$ cat src/rtl/wait_state_mem.sv
// Single-port data memory with WAIT_CYCLES extra cycles per access, byte-lane writes and address checking.
// A request is latched in IDLE, held in BUSY for WAIT_CYCLES+1 cycles, and completed with a one-cycle ready pulse in DONE.
module wait_state_mem #(
    parameter int DATA_WIDTH  = 32,
    parameter int DEPTH       = 64,
    parameter int ADDR_WIDTH  = 32,
    parameter int BASE_ADDR   = 1024,
    parameter int WAIT_CYCLES = 3
) (
    input  logic                    clk,
    input  logic                    rst,
    input  logic                    mem_read,
    input  logic                    mem_write,
    input  logic [ADDR_WIDTH-1:0]   addr,
    input  logic [DATA_WIDTH-1:0]   write_data,
    input  logic [DATA_WIDTH/8-1:0] byte_en,
    output logic [DATA_WIDTH-1:0]   read_data,
    output logic                    ready,
    output logic                    err
);
    localparam int BYTES = DATA_WIDTH / 8;
    localparam int LB    = $clog2(BYTES);
    localparam int IW    = (DEPTH > 1) ? $clog2(DEPTH) : 1;
    localparam int CW    = (WAIT_CYCLES > 0) ? $clog2(WAIT_CYCLES + 1) : 1;
    localparam logic [ADDR_WIDTH-1:0] BASE = ADDR_WIDTH'(BASE_ADDR);

    typedef enum logic [1:0] {IDLE, BUSY, DONE} state_t;

    state_t                  state;
    logic [CW-1:0]           cnt;
    logic [IW-1:0]           req_idx;
    logic [DATA_WIDTH-1:0]   req_wdata;
    logic [BYTES-1:0]        req_be;
    logic                    req_write;
    logic                    req_legal;
    logic [DATA_WIDTH-1:0]   mem [DEPTH];

    logic [ADDR_WIDTH-1:0]   off;
    logic [ADDR_WIDTH-1:0]   index_full;
    logic                    legal;

    // The offset wraps for addresses below BASE, so the explicit compare catches those.
    assign off        = addr - BASE;
    assign index_full = off >> LB;
    assign legal      = (addr >= BASE)
                     && (index_full < ADDR_WIDTH'(DEPTH))
                     && ((off & ADDR_WIDTH'(BYTES - 1)) == '0)
                     && !(mem_read && mem_write);

    always_ff @(posedge clk or posedge rst) begin
        if (rst) begin
            state     <= IDLE;
            cnt       <= '0;
            ready     <= 1'b0;
            err       <= 1'b0;
            read_data <= '0;
            req_idx   <= '0;
            req_wdata <= '0;
            req_be    <= '0;
            req_write <= 1'b0;
            req_legal <= 1'b0;
            for (int i = 0; i < DEPTH; i++) begin
                mem[i] <= '0;
            end
        end else begin
            case (state)
                IDLE: begin
                    ready <= 1'b0;
                    err   <= 1'b0;
                    if (mem_read || mem_write) begin
                        req_idx   <= index_full[IW-1:0];
                        req_wdata <= write_data;
                        req_be    <= byte_en;
                        req_write <= mem_write;
                        req_legal <= legal;
                        cnt       <= CW'(WAIT_CYCLES);
                        state     <= BUSY;
                    end
                end
                BUSY: begin
                    if (cnt == '0) begin
                        if (req_legal) begin
                            if (req_write) begin
                                for (int b = 0; b < BYTES; b++) begin
                                    if (req_be[b]) begin
                                        mem[req_idx][8*b +: 8] <= req_wdata[8*b +: 8];
                                    end
                                end
                            end else begin
                                read_data <= mem[req_idx];
                            end
                        end
                        ready <= 1'b1;
                        err   <= ~req_legal;
                        state <= DONE;
                    end else begin
                        cnt <= cnt - 1'b1;
                    end
                end
                DONE: begin
                    // Always pass through IDLE so a held request is seen as a fresh access.
                    ready <= 1'b0;
                    err   <= 1'b0;
                    state <= IDLE;
                end
                default: begin
                    ready <= 1'b0;
                    err   <= 1'b0;
                    state <= IDLE;
                end
            endcase
        end
    end
endmodule

$ cat config.mk
export PLATFORM = sky130hd
export DESIGN_NAME = wait_state_mem
export DESIGN_NICKNAME = d
export VERILOG_FILES = /design/src/rtl/wait_state_mem.sv
export SDC_FILE = /design/constraint.sdc
export NUM_CORES = 2
export LEC_CHECK = 0
export CORE_MARGIN = 4
export CORE_UTILIZATION = 57
export DETAILED_ROUTE_END_ITERATION = 6
export GPL_ROUTABILITY_DRIVEN = 0
export PLACE_DENSITY_LB_ADDON = 0.12
export SLEW_MARGIN = 20
export SYNTH_ARGS = -nofsm -noshare
export SYNTH_HDL_FRONTEND = slang
export SYNTH_SLANG_ARGS = --single-unit
$ cat constraint.sdc
create_clock -name clk -period 66.1 [get_ports clk]
set_input_delay 6.61 -clock clk [delete_from_list [all_inputs] [get_ports clk]]
set_output_delay 6.61 -clock clk [all_outputs]
set_load 0.1 [all_outputs]
==> run_summary.xml <==
<?xml version="1.0" encoding="UTF-8"?>
<metrics>
  <group name="finish">
    <metric name="area_growth_synth_to_finish" unit="%">10.7</metric>
    <metric name="final_core_util" unit="%">63.8</metric>
    <metric name="nets" unit="">6911</metric>
    <metric name="finalNonFillerCells" unit="">9235</metric>
    <metric name="post_route_cells_drive_above_1_share" unit="%">45.6</metric>
  </group>
  <group name="worst_setup_path">
    <metric name="crit_path_top_delay_cell" unit="">sky130_fd_sc_hd__buf_4</metric>
    <metric name="largest_fanout_on_the_critical_path" unit="">75</metric>
    <metric name="critical-path-max-stage-delay" unit="ps">860</metric>
    <metric name="cp_data_arrival_time" unit="ps">12320</metric>
    <metric name="startpoint_to_endpoint_class_of_the_critical_path" unit="">input pin to asynchronous set/reset pin</metric>
    <metric name="critical_path.startpoint_type" unit="">input pin</metric>
    <metric name="r2r-start" unit="">req_idx[1]$_DFFE_PP0P_</metric>
    <metric name="critical_path.reg2reg.endpoint" unit="">read_data[30]$_DFFE_PP0P_</metric>
    <metric name="critical_path.cell_chain" unit="">clkdlybuf4s50_1 &gt; clkinvlp_4 &gt; buf_4 &gt; buf_4 &gt; buf_4 &gt; buf_4 &gt; buf_4 &gt; buf_4</metric>
    <metric name="reg2reg_slack" unit="ps">60230</metric>
    <metric name="worstPathRequired" unit="ps">67030</metric>
    <metric name="critical_path.endpoint_type" unit="">asynchronous set/reset pin</metric>
    <metric name="worst_r2r_path_depth" unit="">11</metric>
    <metric name="cp_common_cell" unit="">sky130_fd_sc_hd__buf_4</metric>
  </group>
  <group name="timing">
    <metric name="worstMarginPinSlew" unit="ps">1290</metric>
    <metric name="slew-limit-headroom" unit="%">13.9</metric>
    <metric name="fmax" unit="MHz">87.7</metric>
    <metric name="timing.setup.tns" unit="ps">0</metric>
    <metric name="report.final.slew_viol_count" unit="">0</metric>
    <metric name="timing.final.hold_violations" unit="">0</metric>
    <metric name="final-setup-viol-count" unit="">0</metric>
    <metric name="rsz0062_at_grt" unit="">no</metric>
    <metric name="final.min_clock_period" unit="ps">11400</metric>
    <metric name="fin_worst_skew" unit="ps">32.0</metric>
    <metric name="layout_worst_path_cycle_share" unit="%">17.2</metric>
  </group>
  <group name="detailed_routing">
    <metric name="drt-vias-per-instance" unit="">6.84</metric>
    <metric name="drt_drc_violations_left" unit="">0</metric>
    <metric name="per_cell_routed_wire_length" unit="µm">33.9</metric>
    <metric name="ant_nets" unit="">0</metric>
    <metric name="route.vias.total" unit="">63100</metric>
    <metric name="detailedRoute.firstIterationViolations" unit="">6224</metric>
    <metric name="detail_route.wirelength" unit="µm">313000</metric>
    <metric name="detailedRoute.firstPassIterationCount" unit="">6</metric>
  </group>
  <group name="grt">
    <metric name="first_global_vias" unit="">64400</metric>
    <metric name="grt.total_usage" unit="%">35.7</metric>
    <metric name="grt_antenna_before_repair" unit="">16</metric>
    <metric name="grt.overflow.total" unit="">0</metric>
    <metric name="first_pass_grt_wire_length" unit="µm">458000</metric>
    <metric name="grt_max_degree" unit="">174</metric>
  </group>
  <group name="outcome">
    <metric name="result_of_the_run" unit="">completed</metric>
  </group>
  <group name="yosys">
    <metric name="synth_unique_cells" unit="">64</metric>
    <metric name="ys_dominant_reg_cell" unit="">sky130_fd_sc_hd__dfrtp_1</metric>
    <metric name="synth.area.mux_share" unit="%">31.5</metric>
    <metric name="synth_compound_gate_area_share" unit="%">7.17</metric>
    <metric name="fraction_of_post_synthesis_cell_area_in_the_top_cell_type_by_area" unit="%">55.1</metric>
    <metric name="synth_top_cells_by_area" unit="">sky130_fd_sc_hd__dfrtp_1 55%, sky130_fd_sc_hd__mux2_2 26%, sky130_fd_sc_hd__mux4_2 3.7%</metric>
    <metric name="ys_seq_elements" unit="">2130</metric>
    <metric name="yosys.area.top_type" unit="">sky130_fd_sc_hd__dfrtp_1</metric>
    <metric name="synth_top_family_by_area" unit="">multiplexers</metric>
    <metric name="synthAdderAreaFrac" unit="%">0.0129</metric>
    <metric name="register_area_share_after_synthesis" unit="%">55.1</metric>
    <metric name="synth_enable_flop_cells" unit="">0</metric>
    <metric name="post_synth_xor_area_fraction" unit="%">0.00905</metric>
    <metric name="synth_area" unit="µm²">96800</metric>
    <metric name="synth_simple_gate_area_share" unit="%">3.82</metric>
    <metric name="syn-num-nets" unit="">7001</metric>
    <metric name="syn_avg_cell_area" unit="µm²">14.0</metric>
    <metric name="yosys_warnings" unit="">0</metric>
    <metric name="syn-instance-count" unit="">6928</metric>
    <metric name="async_flop_share" unit="%">100</metric>
  </group>
  <group name="clock_tree">
    <metric name="cts_repair_resize_count" unit="">0</metric>
    <metric name="clk_latency" unit="ps">860</metric>
    <metric name="cts.sink_count" unit="">2130</metric>
    <metric name="cts.path.max_buffers" unit="">3</metric>
    <metric name="clock-root-buffer" unit="">sky130_fd_sc_hd__clkbuf_16</metric>
    <metric name="hold_buffers" unit="">0</metric>
    <metric name="worst_setup_hold_path_clk_slew" unit="ps">60</metric>
    <metric name="cts_tree" unit="">done</metric>
    <metric name="clock_tree.htree_level_count" unit="">4</metric>
    <metric name="cts.repair_timing.setup_buffer_count" unit="">0</metric>
    <metric name="cts_made_buffers" unit="">219</metric>
  </group>
  <group name="hold_path">
    <metric name="hold_class" unit="">flop to flop</metric>
    <metric name="hold_path.startpoint" unit="">req_wdata[25]$_DFFE_PP0P_</metric>
    <metric name="worst_hold_path.num_cells" unit="">2</metric>
    <metric name="worstHoldEndpoint" unit="">req_wdata[25]$_DFFE_PP0P_</metric>
  </group>
  <group name="floorplanning">
    <metric name="die_area" unit="µm²">176000</metric>
    <metric name="width_of_the_chip" unit="µm">420</metric>
    <metric name="io_pins" unit="">106</metric>
    <metric name="core-area" unit="µm²">168000</metric>
    <metric name="die_y" unit="µm">420</metric>
    <metric name="fp-row-count" unit="">150</metric>
    <metric name="floorplan.initialDensity" unit="%">57.6</metric>
  </group>
  <group name="power_and_ir_drop">
    <metric name="p_per_area" unit="nW/µm²">34.3</metric>
    <metric name="ir_drop" unit="mV">0.0705</metric>
    <metric name="leakage" unit="µW">0.0506</metric>
  </group>
  <group name="placement">
    <metric name="dp_hpwl" unit="µm">186000</metric>
    <metric name="count_of_port_buffers_added_during_placement" unit="">105</metric>
    <metric name="place_inst" unit="">8821</metric>
  </group>
  <group name="job">
    <metric name="timing.max_cap.violations" unit="">0</metric>
  </group>
</metrics>
Yosys cell counts, types with 3 or more instances:
library cell                instances
sky130_fd_sc_hd__buf_2            130
sky130_fd_sc_hd__o221ai_1          21
sky130_fd_sc_hd__o32a_1            16
sky130_fd_sc_hd__mux2_1            13
sky130_fd_sc_hd__and2_1             8
sky130_fd_sc_hd__clkbuf_1         371
sky130_fd_sc_hd__a221oi_1         278
sky130_fd_sc_hd__inv_1              4
sky130_fd_sc_hd__buf_1             34
sky130_fd_sc_hd__o2bb2ai_1         18
sky130_fd_sc_hd__nor4_1             4
sky130_fd_sc_hd__nor2_1           147
sky130_fd_sc_hd__nand2_1          293
sky130_fd_sc_hd__nand2b_1           6
sky130_fd_sc_hd__a22o_1            53
sky130_fd_sc_hd__o21ai_0           84
sky130_fd_sc_hd__o22ai_1           79
sky130_fd_sc_hd__a31oi_1           16
sky130_fd_sc_hd__mux4_2           157
sky130_fd_sc_hd__a211oi_1          11
sky130_fd_sc_hd__nor3_1            13
sky130_fd_sc_hd__a22oi_1          135
sky130_fd_sc_hd__dfrtp_1         2130
sky130_fd_sc_hd__a222oi_1          10
sky130_fd_sc_hd__o211ai_1           9
sky130_fd_sc_hd__and3_1            10
sky130_fd_sc_hd__a21oi_1           65
sky130_fd_sc_hd__mux2i_1          163
sky130_fd_sc_hd__nor2b_1            6
sky130_fd_sc_hd__a2111oi_0          6
sky130_fd_sc_hd__mux2_2          2234
sky130_fd_sc_hd__and3b_1            3
sky130_fd_sc_hd__buf_4             21
sky130_fd_sc_hd__nor2_2           248
sky130_fd_sc_hd__nand4_1            4
sky130_fd_sc_hd__o22a_1            26
sky130_fd_sc_hd__nand3_1           13
sky130_fd_sc_hd__a21o_1             3
sky130_fd_sc_hd__a311oi_1           5
sky130_fd_sc_hd__a221o_1           40
sky130_fd_sc_hd__a41oi_1            8
report_power, final:
part | total (µW) | switching, µW | internal [µW] | leakage [µW]
clock network | 1270 | 524 | 742 | 0.00365
logic | 996 | 785 | 211 | 0.0173
registers | 1420 | 95.4 | 1320 | 0.0297
total | 3680 | 1400 | 2270 | 0.0506
routing by layer:
metal  vias to the layer above  wire length [µm]  global-route usage [%]
met3                       800             29100                    9.58
met5                         -                52                  0.0278
met2                      2991            139000                    52.9
met1                     33800            123000                    47.4
li1                      25600                 -                       -
met4                         8             21200                    21.5
critical path: cells and delay by family:
family | cells | cell delay (ps)
buffers and inverters | 8 | 5430
cell type report:
class                   instances  area (µm²)
repair buffers                247        2210
clock buffers                 348        6750
multi-input cells            4233       41300
diodes                          9        22.5
inverters                       7        47.5
flip-flops and latches       2130       53400
well taps                    2204        2760
clock inverters                57         626
fillers                     12500       60800
placed cells by master (no fill, tap or decap), types with 62 or more instances in the layout:
master	instances
sky130_fd_sc_hd__clkdlybuf4s50_1	105
sky130_fd_sc_hd__mux2_2	2234
sky130_fd_sc_hd__nand2_1	283
sky130_fd_sc_hd__dfrtp_1	2095
sky130_fd_sc_hd__mux2i_1	163
sky130_fd_sc_hd__clkbuf_16	229
sky130_fd_sc_hd__buf_4	131
sky130_fd_sc_hd__clkbuf_1	62
sky130_fd_sc_hd__o21ai_0	84
sky130_fd_sc_hd__nor2_1	139
sky130_fd_sc_hd__a221oi_1	278
sky130_fd_sc_hd__a21oi_1	65
sky130_fd_sc_hd__mux4_2	157
sky130_fd_sc_hd__a22oi_1	135
sky130_fd_sc_hd__nor2_2	250
sky130_fd_sc_hd__o22ai_1	79
cell families (layout without fill, tap and decap cells):
kind of cell / Yosys count / count (layout)
other cells: 0 / 9
simple gates: 767 / 767
flops: 2130 / 2130
compound gates: 897 / 897
mux: 2567 / 2567
fa+ha+maj: 1 / 1
buf+inv: 565 / 659
xor+xnor: 1 / 1
flip-flops by register name, indices dropped and copies added (netlist names), 2 cells and up:
register and flops:
cnt 2, state 2, req_be 4, req_wdata 32, read_data 32, req_idx 6
mem 2048
per-stage QoR:
step           hold slack (ps)  total power [µW]  cell area, µm²  worst slack, ps
3_3_place_gp               454              2390           99700            53780
3_5_place_dp               468              2400           99700            53660
4_1_cts                    482              3650          107000            54550
6_report                   479              3680          107000            54700
2_1_floorplan              440              1940           96800            29910
5_1_grt                    501              3760          107000            53910
worst max path at each step:
stage,cells after the start,endpoint,start,slack [ps]
finish,8,mem[1178]$_DFFE_PP0P_,rst,54700
global route,8,mem[1884]$_DFFE_PP0P_,rst,53910
CTS,8,mem[1884]$_DFFE_PP0P_,rst,54550
detailed placement,8,mem[1850]$_DFFE_PP0P_,rst,53660
global placement,8,mem[1820]$_DFFE_PP0P_,rst,53780
floorplan,1,cnt[0]$_DFFE_PP0P_,rst,29910
(Power assumes the default switching activity.)
